File: config.mk
export PLATFORM = sky130hd
export DESIGN_NAME = dmem_port_arbiter
export DESIGN_NICKNAME = d
export VERILOG_FILES = /design/src/rtl/dmem_port_arbiter.sv
export SDC_FILE = /design/constraint.sdc
export NUM_CORES = 1
export LEC_CHECK = 0
export ABC_CLOCK_PERIOD_IN_PS = 3600
export CAP_MARGIN = 20
export CELL_PAD_IN_SITES_DETAIL_PLACEMENT = 1
export CELL_PAD_IN_SITES_GLOBAL_PLACEMENT = 2
export CORE_UTILIZATION = 10
export DETAILED_ROUTE_END_ITERATION = 7
export PLACE_DENSITY_LB_ADDON = 0.2
export SKIP_CTS_REPAIR_TIMING = 1
export SLEW_MARGIN = 5
export SYNTH_ARGS = -nofsm -noshare
export SYNTH_HDL_FRONTEND = slang
export SYNTH_SLANG_ARGS = --single-unit
export TNS_END_PERCENT = 100
File: constraint.sdc
create_clock -name clk -period 3.6 [get_ports clk]
set_clock_uncertainty 0.1 [all_clocks]
set_input_delay 0.72 -clock clk [delete_from_list [all_inputs] [get_ports clk]]
set_output_delay 0.72 -clock clk [all_outputs]
set_load 0.1 [all_outputs]
File: src/rtl/dmem_port_arbiter.sv
// Single-port dmem arbiter between the load unit and the store-buffer retire head.
// Define DMEM_ARB_STARVE_EN to compile in the store aging counter.
module dmem_port_arbiter #(
  parameter int unsigned ADDR_LEN   = 32,
  parameter int unsigned DATA_LEN   = 32,
  parameter int unsigned LD_LAT     = 2,
  parameter int unsigned STARVE_LIM = 4
) (
  input  logic                clk,
  input  logic                reset,
  input  logic                prmiss,
  input  logic                ld_req,
  input  logic [ADDR_LEN-1:0] ld_addr,
  output logic                ld_ack,
  output logic                ld_valid,
  output logic [DATA_LEN-1:0] ld_data,
  input  logic                st_pend,
  input  logic                sb_full,
  output logic                memoccupy_ld,
  input  logic                stretire,
  input  logic [ADDR_LEN-1:0] retaddr,
  input  logic [DATA_LEN-1:0] retdata,
  output logic [ADDR_LEN-1:0] dmem_addr,
  output logic [DATA_LEN-1:0] dmem_wdata,
  output logic                dmem_we,
  input  logic [DATA_LEN-1:0] dmem_rdata
);

  logic              st_prio;
  logic [LD_LAT-1:0] ifl;

`ifdef DMEM_ARB_STARVE_EN
  localparam logic [3:0] LIM = 4'(STARVE_LIM);

  logic [3:0] starve_cnt;

  assign st_prio = st_pend & (sb_full | (starve_cnt == LIM));

  // Counts cycles a ready store loses the port to a load; a retire resets it.
  always_ff @(posedge clk) begin
    if (!reset || stretire) begin
      starve_cnt <= '0;
    end else if (st_pend && ld_ack && (starve_cnt != LIM)) begin
      starve_cnt <= starve_cnt + 4'd1;
    end
  end
`else
  assign st_prio = st_pend & sb_full;
`endif

  assign ld_ack       = reset & ld_req & ~prmiss & ~st_prio;
  assign memoccupy_ld = ld_ack;

  assign dmem_addr  = ld_ack ? ld_addr : retaddr;
  assign dmem_we    = stretire & ~ld_ack & reset;
  assign dmem_wdata = retdata;

  // A mispredict squashes everything in flight; the return in that cycle still shows.
  generate
    if (LD_LAT == 1) begin : g_ifl_one
      always_ff @(posedge clk) begin
        if (!reset || prmiss) begin
          ifl <= '0;
        end else begin
          ifl <= ld_ack;
        end
      end
    end else begin : g_ifl_many
      always_ff @(posedge clk) begin
        if (!reset || prmiss) begin
          ifl <= '0;
        end else begin
          ifl <= {ifl[LD_LAT-2:0], ld_ack};
        end
      end
    end
  endgenerate

  assign ld_valid = ifl[LD_LAT-1] & reset;
  assign ld_data  = dmem_rdata;

endmodule

==> out/results.ini, run 1 <==
[route]
drt_initial_violations = 8
detail_route.drc_violations = 0
viasPerCell = 3.010
route.final.wire_length_um = 4243
via_count = 870
final_antenna_net_count = 0
drt-wirelength-per-cell_um = 14.68
drt_pass1_iterations = 2

[yosys]
synth_cell_type_count = 11
synth_xor_xnor_area_share_pct = 0
yosysMostFrequentCell = buf_4
post_synth_main_area_contributors = buf_4, mux2_4, mux2_2
synth-adder-area-share_pct = 0
synth_nets = 245
synth_mux_area_share_pct = 42.56
asyncSetResetFlopFracSynth_pct = 0
post_synth.cell_area_avg_um2 = 9.862
number_of_standard_cells_after_synthesis = 110
yosys-top-cells-count = buf_4, mux2_4, mux2_2
synth_top_family_by_area = buffers and inverters
ys_seq_elements = 2
post_synth_and_or_nand_nor_area_fraction_pct = 4.960
synth_compound_gate_area_share_pct = 0
synth-seq-area-share_pct = 3.691
ys_warn_count = 0
synthDominantAreaCellType = buf_4
mappedNetlistArea_um2 = 1085
synth-edff-count = 0
dominantRegCellSynth = dfxtp_1
synth_largest_type_area_fraction_pct = 44.98

[timing]
totalNegativeSetupSlack_ps = 0
max_slew_margin_pct = 76.74
holdWs_ps = 318.8
final_max_slew_viol_count = 0
finalSetupViolCount = 0
finalWorstPathRequiredPeriod_ps = 3139
timing.final.hold_violations = 0
rsz_0062_raised_after_global_routing = no
timing.fmax_ghz = 0.3186
finalCritPeriodShare_pct = 87.18
worst_slew_pin_slew_ps = 349.0

[finish]
multiInputGateArea_um2 = 515.5
layout.filler_cells = 1180
sequential_cell_area_um2 = 40.04
biggestRegsByFlops = ifl: 2 flops
area_growth_syn_to_layout_pct = 102.7
largest_reg_flops = 2
layout.nets = 290
post_route_cells_drive_above_1_share_pct = 49.02
registers.top_by_ff_count = ifl
antenna_cells_inserted = 0

[global_routing]
antenna_found_initial = 0
grt_pass1_wl_um = 6099
grtUsageTotal_pct = 7.177
grt_overflow_total = 0
grt_start_max_net_pins = 22
number_of_global_route_vias_before_repair = 1007

[clock_network]
cts.root.buffer_cell = clkbuf_8
clkSinkCount = 2
tritoncts.num_buffers = 3
cts.reportedPaths.clkPinSlew_ps = 30
cts_tree = built
cts-root-to-sink-buffers = 2
cts-htree-levels = 1
insertion_delay_ps = 200

[status]
run_status = complete, no violations

[critical_path]
worstSetupStartpoint = reset
startpoint_type = input port
worst_r2r_startpoint = ifl[0]
r2r_setup_slack_ps = 2990
critical_path.max_fanout = 21
crit_path_end = dmem_addr[1]
worstReg2RegEnd = ifl[1]
critPathRequiredTime_ps = 2780
setup.worst_path.end_class = output pin
reg2reg_depth = 1
arrival_ps = 2320
timing_worst_setup_path_type = in -> out

[pwr]
pwr_density_cell_nw_per_um2 = 257.7
highest_ir_drop_seen_on_vdd_mv = 0.09843
leakagePower_uw = 0.0009681

[job]
timing.max_cap.violations = 0

[hold_path]
path_category_of_the_worst_min_delay_check = reg -> reg

[place]
place.detailed.hpwl_um = 3998
placement.io_buffers = 106
routabilityCongestion = 0.7525

[die]
placement_rows = 37
die_w_um = 106.2
fp.dieArea_um2 = 11270
design.core.area_um2 = 10420
initial_utilization_pct = 10.41
die-height_um = 106.2
floorplan.io_pins = 235

## cell families (layout without fill, tap and decap cells)
logic type | Yosys count | in the layout
muxes | 32 | 32
buffers and inverters | 70 | 113
and+or+nand+nor | 6 | 6
DFF | 2 | 2
## per-layer routing
| layer | part of all wire (%) | vias up | GRT usage, % | wire, um |
|---|---|---|---|---|
| met3 | 15 | 26 | 4.047 | 642 |
| li1 | - | 381 | - | - |
| met4 | 3.8 | 0 | 3.472 | 162 |
| met1 | 29 | 363 | 6.153 | 1225 |
| met5 | 0 | - | 0 | 0 |
| met2 | 52 | 100 | 13.27 | 2213 |
## worst max-delay path: stages
cell	delay, ps
clkdlybuf4s50_1	440
nor2b_4	150
nand3_4	80
buf_4	330
mux2_2	410
buf_12	170
## how the worst min path moves through the flow
stage                   to   start  cells after the start
floorplan           ifl[1]  ifl[0]                      1
global placement    ifl[1]  ifl[0]                      1
detailed placement  ifl[1]  ifl[0]                      1
CTS                 ifl[1]  ifl[0]                      1
global route        ifl[1]  ifl[0]                      1
finish              ifl[1]  ifl[0]                      1
## placed cells by master, fill, tap and decap left out
master / n
and2_1: 2
nand3_4: 1
and3_1: 1
buf_4: 3
mux2_2: 5
inv_1: 2
buf_12: 35
clkbuf_8: 3
mux2_4: 27
nand2_1: 1
dfxtp_1: 2
clkdlybuf4s50_1: 70
nor2b_4: 1
## metrics by stage
| stage | power (uW) | cell area (um^2) | instances | setup slack, ps | utilization, % |
|---|---|---|---|---|---|
| 2_1_floorplan | 614.0 | 1085 | 110 | 584.4 | - |
| 3_3_place_gp | 484.9 | 2157 | 286 | 482.9 | 20.71 |
| 3_5_place_dp | 487.6 | 2157 | 286 | 431.4 | 20.71 |
| 4_1_cts | 574.9 | 2198 | 289 | 426.8 | 21.11 |
| 5_1_grt | 583.5 | 2198 | 289 | 394.4 | 21.11 |
| 6_report | 566.5 | 2198 | 289 | 461.4 | 21.11 |
## final cells by class
type	count	area share (%)
tap	136	7.740
timing repair buffer	108	64.77
inverter	2	0.3415
multi-input combinational	38	23.45
sequential	2	1.821
clock buffer	3	1.878
## power breakdown
group | internal [uW] | switching [uW]
Sequential | 22.9 | 0.0916
Clock | 70.4 | 14.1
Combinational | 205 | 254
Note: power is estimated with default switching activity, not from simulation.
==> inputs of run 2 (changes only) <==
--- a/config.mk
+++ b/config.mk
@@ -13,4 +13,5 @@
 export DETAILED_ROUTE_END_ITERATION = 7
 export PLACE_DENSITY_LB_ADDON = 0.2
+export RECOVER_POWER = 25
 export SKIP_CTS_REPAIR_TIMING = 1
 export SLEW_MARGIN = 5
==> constraint.sdc (replaced) <==
create_clock -name clk -period 3.6 [get_ports clk]
set_clock_uncertainty 0.1 [all_clocks]
set_input_delay 0.36 -clock clk [delete_from_list [all_inputs] [get_ports clk]]
set_output_delay 0.36 -clock clk [all_outputs]
set_load 0.1 [all_outputs]
==> run 2 against run 1 <==
Against the previous run: critical path depth decreased by 1; via count increased by 1.1%; sequential power about the same; worst setup slack improved by 350 ps; cell area decreased by 21%.
==> out/results.ini, run 2 (synthesis gave the netlist of run 1 again) <==
[status]
run_status = complete, no violations

[finish]
stdcell_count = 287  ; -0.69%
area_growth_syn_to_layout_pct = 60.90
post_route_cells_drive_above_1_share_pct = 48.34  ; -0.68 points
largest_reg_flops = 2  ; unchanged
antenna_cells_inserted = 0  ; unchanged
final_design_utilization_pct = 16.76  ; -4.3 points
biggestRegsByFlops = ifl: 2 flops
final_cell_mix = clkdlybuf4s50_1, buf_4, mux2_4
mostFrequentLayoutCell = clkdlybuf4s50_1
registers.top_by_ff_count = ifl
layout.nets = 288  ; -0.69%

[timing]
finalWorstPathRequiredPeriod_ps = 2785  ; -353.7 ps
rsz_0062_raised_after_global_routing = no
timing.final.hold_violations = 0  ; unchanged
timing.fmax_ghz = 0.3591  ; +13%
max_slew_margin_pct = 55.70  ; -21 points
finalCritPeriodShare_pct = 77.36  ; -9.8 points
worst_slew_pin_slew_ps = 664.4  ; +315.5 ps
totalNegativeSetupSlack_ps = 0  ; unchanged
finalSetupViolCount = 0  ; unchanged
final_max_slew_viol_count = 0  ; unchanged

[clock_network]
cts-htree-levels = 1  ; unchanged
clkSinkCount = 2  ; unchanged
tritoncts.num_buffers = 3  ; unchanged
cts.root.buffer_cell = clkbuf_8
cts-root-to-sink-buffers = 2  ; unchanged
insertion_delay_ps = 210  ; about the same
cts_tree = built
cts.reportedPaths.clkPinSlew_ps = 30  ; about the same

[global_routing]
number_of_global_route_vias_before_repair = 1020  ; +1.3%
grt_pass1_wl_um = 5809  ; -4.8%
grt_overflow_total = 0  ; unchanged
antenna_found_initial = 0  ; unchanged
grt_start_max_net_pins = 36  ; +64%
grtUsageTotal_pct = 6.853  ; -0.32 points

[route]
via_count = 880  ; +1.1%
drt-wirelength-per-cell_um = 14.25  ; -2.9%
route.final.wire_length_um = 4091  ; -3.6%
drt_initial_violations = 15  ; +7
detail_route.drc_violations = 0  ; unchanged
viasPerCell = 3.066  ; +1.9%
final_antenna_net_count = 0  ; unchanged
drt_pass1_iterations = 3  ; +1

[place]
dp.cells = 284  ; -0.70%
routabilityCongestion = 0.8265  ; +9.8%
placement.io_buffers = 106  ; unchanged

[critical_path]
critPathRequiredTime_ps = 3140  ; +360 ps
critical_path.max_fanout = 35  ; +67%
arrival_ps = 2320  ; about the same
setup.worst_path.end_class = output pin
timing_worst_setup_path_type = in -> out
critical_path.max_stage_delay_ps = 510  ; +70 ps
critPathSlowestCell = mux2_4
startpoint_type = input port
critical_path.cell_chain = clkdlybuf4s50_1 -> nor2b_4 -> nand3_4 -> mux2_4 -> buf_4

[pwr]
power.share.switching_pct = 52.68  ; +5.3 points
p_sw_uw = 255.2  ; -4.9%
leakagePower_uw = 0.0008031  ; -17%
p_clk_share_pct = 17.7  ; +2.8 points
sequentialPowerShare_pct = 4.8  ; +0.7 points
highest_ir_drop_seen_on_vdd_mv = 0.1039  ; +5.5%
internal_power_uw = 229.2  ; -23%
share_comb_of_total_power_pct = 77.5  ; -3.5 points
pwr_density_cell_nw_per_um2 = 277.5  ; +7.7%

[die]
die_w_um = 106.2  ; unchanged
die-height_um = 106.2  ; unchanged
placement_rows = 37  ; unchanged
floorplan.io_pins = 235  ; unchanged
fp.dieArea_um2 = 11270  ; unchanged
design.core.area_um2 = 10420  ; unchanged
initial_utilization_pct = 10.41  ; unchanged

[job]
timing.max_cap.violations = 0  ; unchanged

[hold_path]
path_category_of_the_worst_min_delay_check = reg -> reg

-- run 2: cell types whose count changed in the layout (fill, tap and decap cells not counted), sizes merged --
cell	delta
buf	-2
-- run 2: critical path, delay by kind of cell --
kind                   cells  cell delay, ps
buffers and inverters      2             740
AND/OR/NAND/NOR            2             680
multiplexers               1             510
-- run 2: cell type report --
class	instances	area [um^2]
Clock buffer	3	41.29
Fill cell	1234	8671
Inverter	2	7.507
Multi-Input combinational cell	38	515.5
Sequential cell	2	40.04
Tap cell	136	170.2
Timing Repair Buffer	106	970.9
-- run 2: worst paths after layout --
path,from,end,slack [ps],depth (start not counted)
max,reset,dmem_addr[10],820,5
min,ifl[0],ifl[1],320,1
max reg2reg,ifl[0],ifl[1],2990,1
min reg2reg,ifl[0],ifl[1],320,1
-- run 2: routing by layer --
metal | global-route usage, % | part of all wire (%) | vias to the layer above
li1 | - | - | 377
met3 | 3.863 | 15 | 26
met4 | 3.770 | 3.9 | 0
met2 | 13.08 | 52 | 98
met5 | 0 | 0 | -
met1 | 5.380 | 29 | 379
-- run 2: power groups by stage --
stage | registers, uW | logic (uW) | clock network [uW]
floorplan | 23.2 | 591 | 0
global placement | 23.3 | 378 | 0
detailed placement | 23.3 | 379 | 0
CTS | 23.0 | 380 | 88.9
global route | 23.0 | 387 | 94.0
finish | 23.0 | 375 | 85.9
-- run 2: stage by stage --
step	hold slack (ps)	power, uW	worst slack, ps	instance area [um^2]
floorplan	305.7	614.0	1304	1085
global placement	319.7	401.3	822.6	1704
detailed placement	324.2	402.3	773.7	1704
CTS	328.3	491.5	771.7	1745
global route	337.1	504.3	700.4	1745
finish	321.8	484.4	815.0	1745
==> inputs of run 3 (changes only) <==
ABC_CLOCK_PERIOD_IN_PS = 2640   (was 3600)
clock period = 2.64 ns   (was 3.6 ns; I/O delays follow)
==> run 3 against run 2 <==
Against the previous run: die area is the same; clock power grew 37%; sequential power grew 37%; highest routed layer unchanged.
==> out/results.ini, run 3 (synthesis gave the netlist of run 1 again) <==
[place]
postPlaceCellArea_um2 = 2170  ; +27%
place_worst_setup_slack_ps = 463.4  ; -310.3 ps
placement.io_buffers = 106  ; unchanged
dp.cells = 286  ; +0.70%
routabilityCongestion = 0.7973  ; -3.5%
place.detailed.hpwl_um = 4152

[job]
timing.max_cap.violations = 0  ; unchanged

[route]
drt_pass1_iterations = 2  ; -1
via_count = 893  ; +1.5%
drt_initial_violations = 9  ; -6
final_antenna_net_count = 0  ; unchanged
route.final.wire_length_um = 4482  ; +9.6%
detail_route.drc_violations = 0  ; unchanged
drt-wirelength-per-cell_um = 15.51  ; +8.8%
viasPerCell = 3.090  ; +0.78%

[clock_network]
cts.root.buffer_cell = clkbuf_8
clkSinkCount = 2  ; unchanged
cts.reportedPaths.clkPinSlew_ps = 30  ; about the same
tritoncts.num_buffers = 3  ; unchanged
cts_tree = built
cts-root-to-sink-buffers = 2  ; unchanged
insertion_delay_ps = 210  ; about the same
cts-htree-levels = 1  ; unchanged

[timing]
finalCritPeriodShare_pct = 81.90
final_critical_path_setup_slack_ps = 478.0  ; -337.1 ps
rsz_0062_raised_after_global_routing = no
totalNegativeSetupSlack_ps = 0  ; unchanged
worst_slew_pin_slew_ps = 279.3  ; -385.1 ps
finalWorstPathRequiredPeriod_ps = 2162
timing.fmax_ghz = 0.4625
finalSetupViolCount = 0  ; unchanged
max_slew_margin_pct = 81.53  ; +26 points
timing.final.hold_violations = 0  ; unchanged
final_max_slew_viol_count = 0  ; unchanged

[finish]
biggestRegsByFlops = ifl: 2 flops
layout.filler_cells = 1179  ; -4.5%
stdcell_count = 289  ; +0.70%
multiInputGateArea_um2 = 515.5  ; unchanged
design_area_um2 = 2211  ; +27%
mostFrequentLayoutCell = clkdlybuf4s50_1
final_cell_mix = clkdlybuf4s50_1, buf_12, mux2_4
post_route_cells_drive_above_1_share_pct = 49.02  ; +0.68 points
area_growth_syn_to_layout_pct = 103.8
largest_reg_flops = 2  ; unchanged
antenna_cells_inserted = 0  ; unchanged
layout.nets = 290  ; +0.69%
sequential_cell_area_um2 = 40.04  ; unchanged
registers.top_by_ff_count = ifl

[critical_path]
arrival_ps = 1800  ; -520 ps
critical_path.max_stage_delay_ps = 500  ; about the same
timing_worst_setup_path_type = in -> out
setup.worst_path.end_class = output pin
critical_path.cell_chain = clkdlybuf4s50_1 -> nor2b_4 -> nand3_4 -> buf_4 -> mux2_4 -> buf_12
critPathSlowestCell = clkdlybuf4s50_1
critPathRequiredTime_ps = 2280  ; -860 ps
startpoint_type = input port
critical_path.max_fanout = 14  ; -60%
r2r_setup_slack_ps = 2030  ; -960 ps

[die]
floorplan.io_pins = 235  ; unchanged
die_w_um = 106.2  ; unchanged
design.core.area_um2 = 10420  ; unchanged
placement_rows = 37  ; unchanged
fp.dieArea_um2 = 11270  ; unchanged
die-height_um = 106.2  ; unchanged
initial_utilization_pct = 10.41  ; unchanged

[pwr]
leakagePower_uw = 0.0009743  ; +21%
pwr_density_cell_nw_per_um2 = 352.3  ; +27%
highest_ir_drop_seen_on_vdd_mv = 0.1109  ; +6.8%

[global_routing]
grt_pass1_wl_um = 6672  ; +15%
grt_overflow_total = 0  ; unchanged
grt_start_max_net_pins = 22  ; -39%
grtUsageTotal_pct = 7.826  ; +0.97 points
number_of_global_route_vias_before_repair = 1087  ; +6.6%
antenna_found_initial = 0  ; unchanged

[hold_path]
path_category_of_the_worst_min_delay_check = reg -> reg

[status]
run_status = complete, no violations

-- run 3: metal layers --
layer | GRT usage, % | part of all wire, % | vias to the layer above
met1 | 7.298 | 33 | 387
met5 | 0 | 0 | -
met3 | 4.353 | 14 | 26
li1 | - | - | 380
met4 | 3.770 | 3.5 | 0
met2 | 13.78 | 50 | 100
-- run 3: power breakdown --
part	leakage (uW)	switching (uW)	internal (uW)
Combinational	0.000936	349	281
Sequential	0.0000163	0.115	31.3
Clock	0.0000216	21.4	96.1
-- run 3: final cells by class --
class                      instances  area share [%]
multi-input combinational         38           23.32
clock buffer                       3           1.868
sequential                         2           1.811
timing repair buffer             108           64.97
inverter                           2          0.3396
tap                              136           7.697
-- run 3: through the flow --
| stage | utilization (%) | hold WS [ps] | power [uW] |
|---|---|---|---|
| global placement | 20.83 | 319.3 | 664.0 |
| global route | 21.23 | 352.4 | 808.5 |
| CTS | 21.23 | 329.6 | 791.4 |
| finish | 21.23 | 322.0 | 778.8 |
| detailed placement | 20.83 | 326.4 | 668.0 |
| floorplan | - | 305.7 | 837.2 |
-- run 3: critical path: cells and delay by family --
kind / cells / cell delay (ps)
multiplexers: 1 / 340
AND/OR/NAND/NOR: 2 / 280
buffers and inverters: 3 / 890
-- run 3: path summary, 6_finish.rpt --
kind,end,cells after the start,from
min reg2reg,ifl[1],1,ifl[0]
min,ifl[1],1,ifl[0]
max reg2reg,ifl[1],1,ifl[0]
max,dmem_addr[5],6,reset
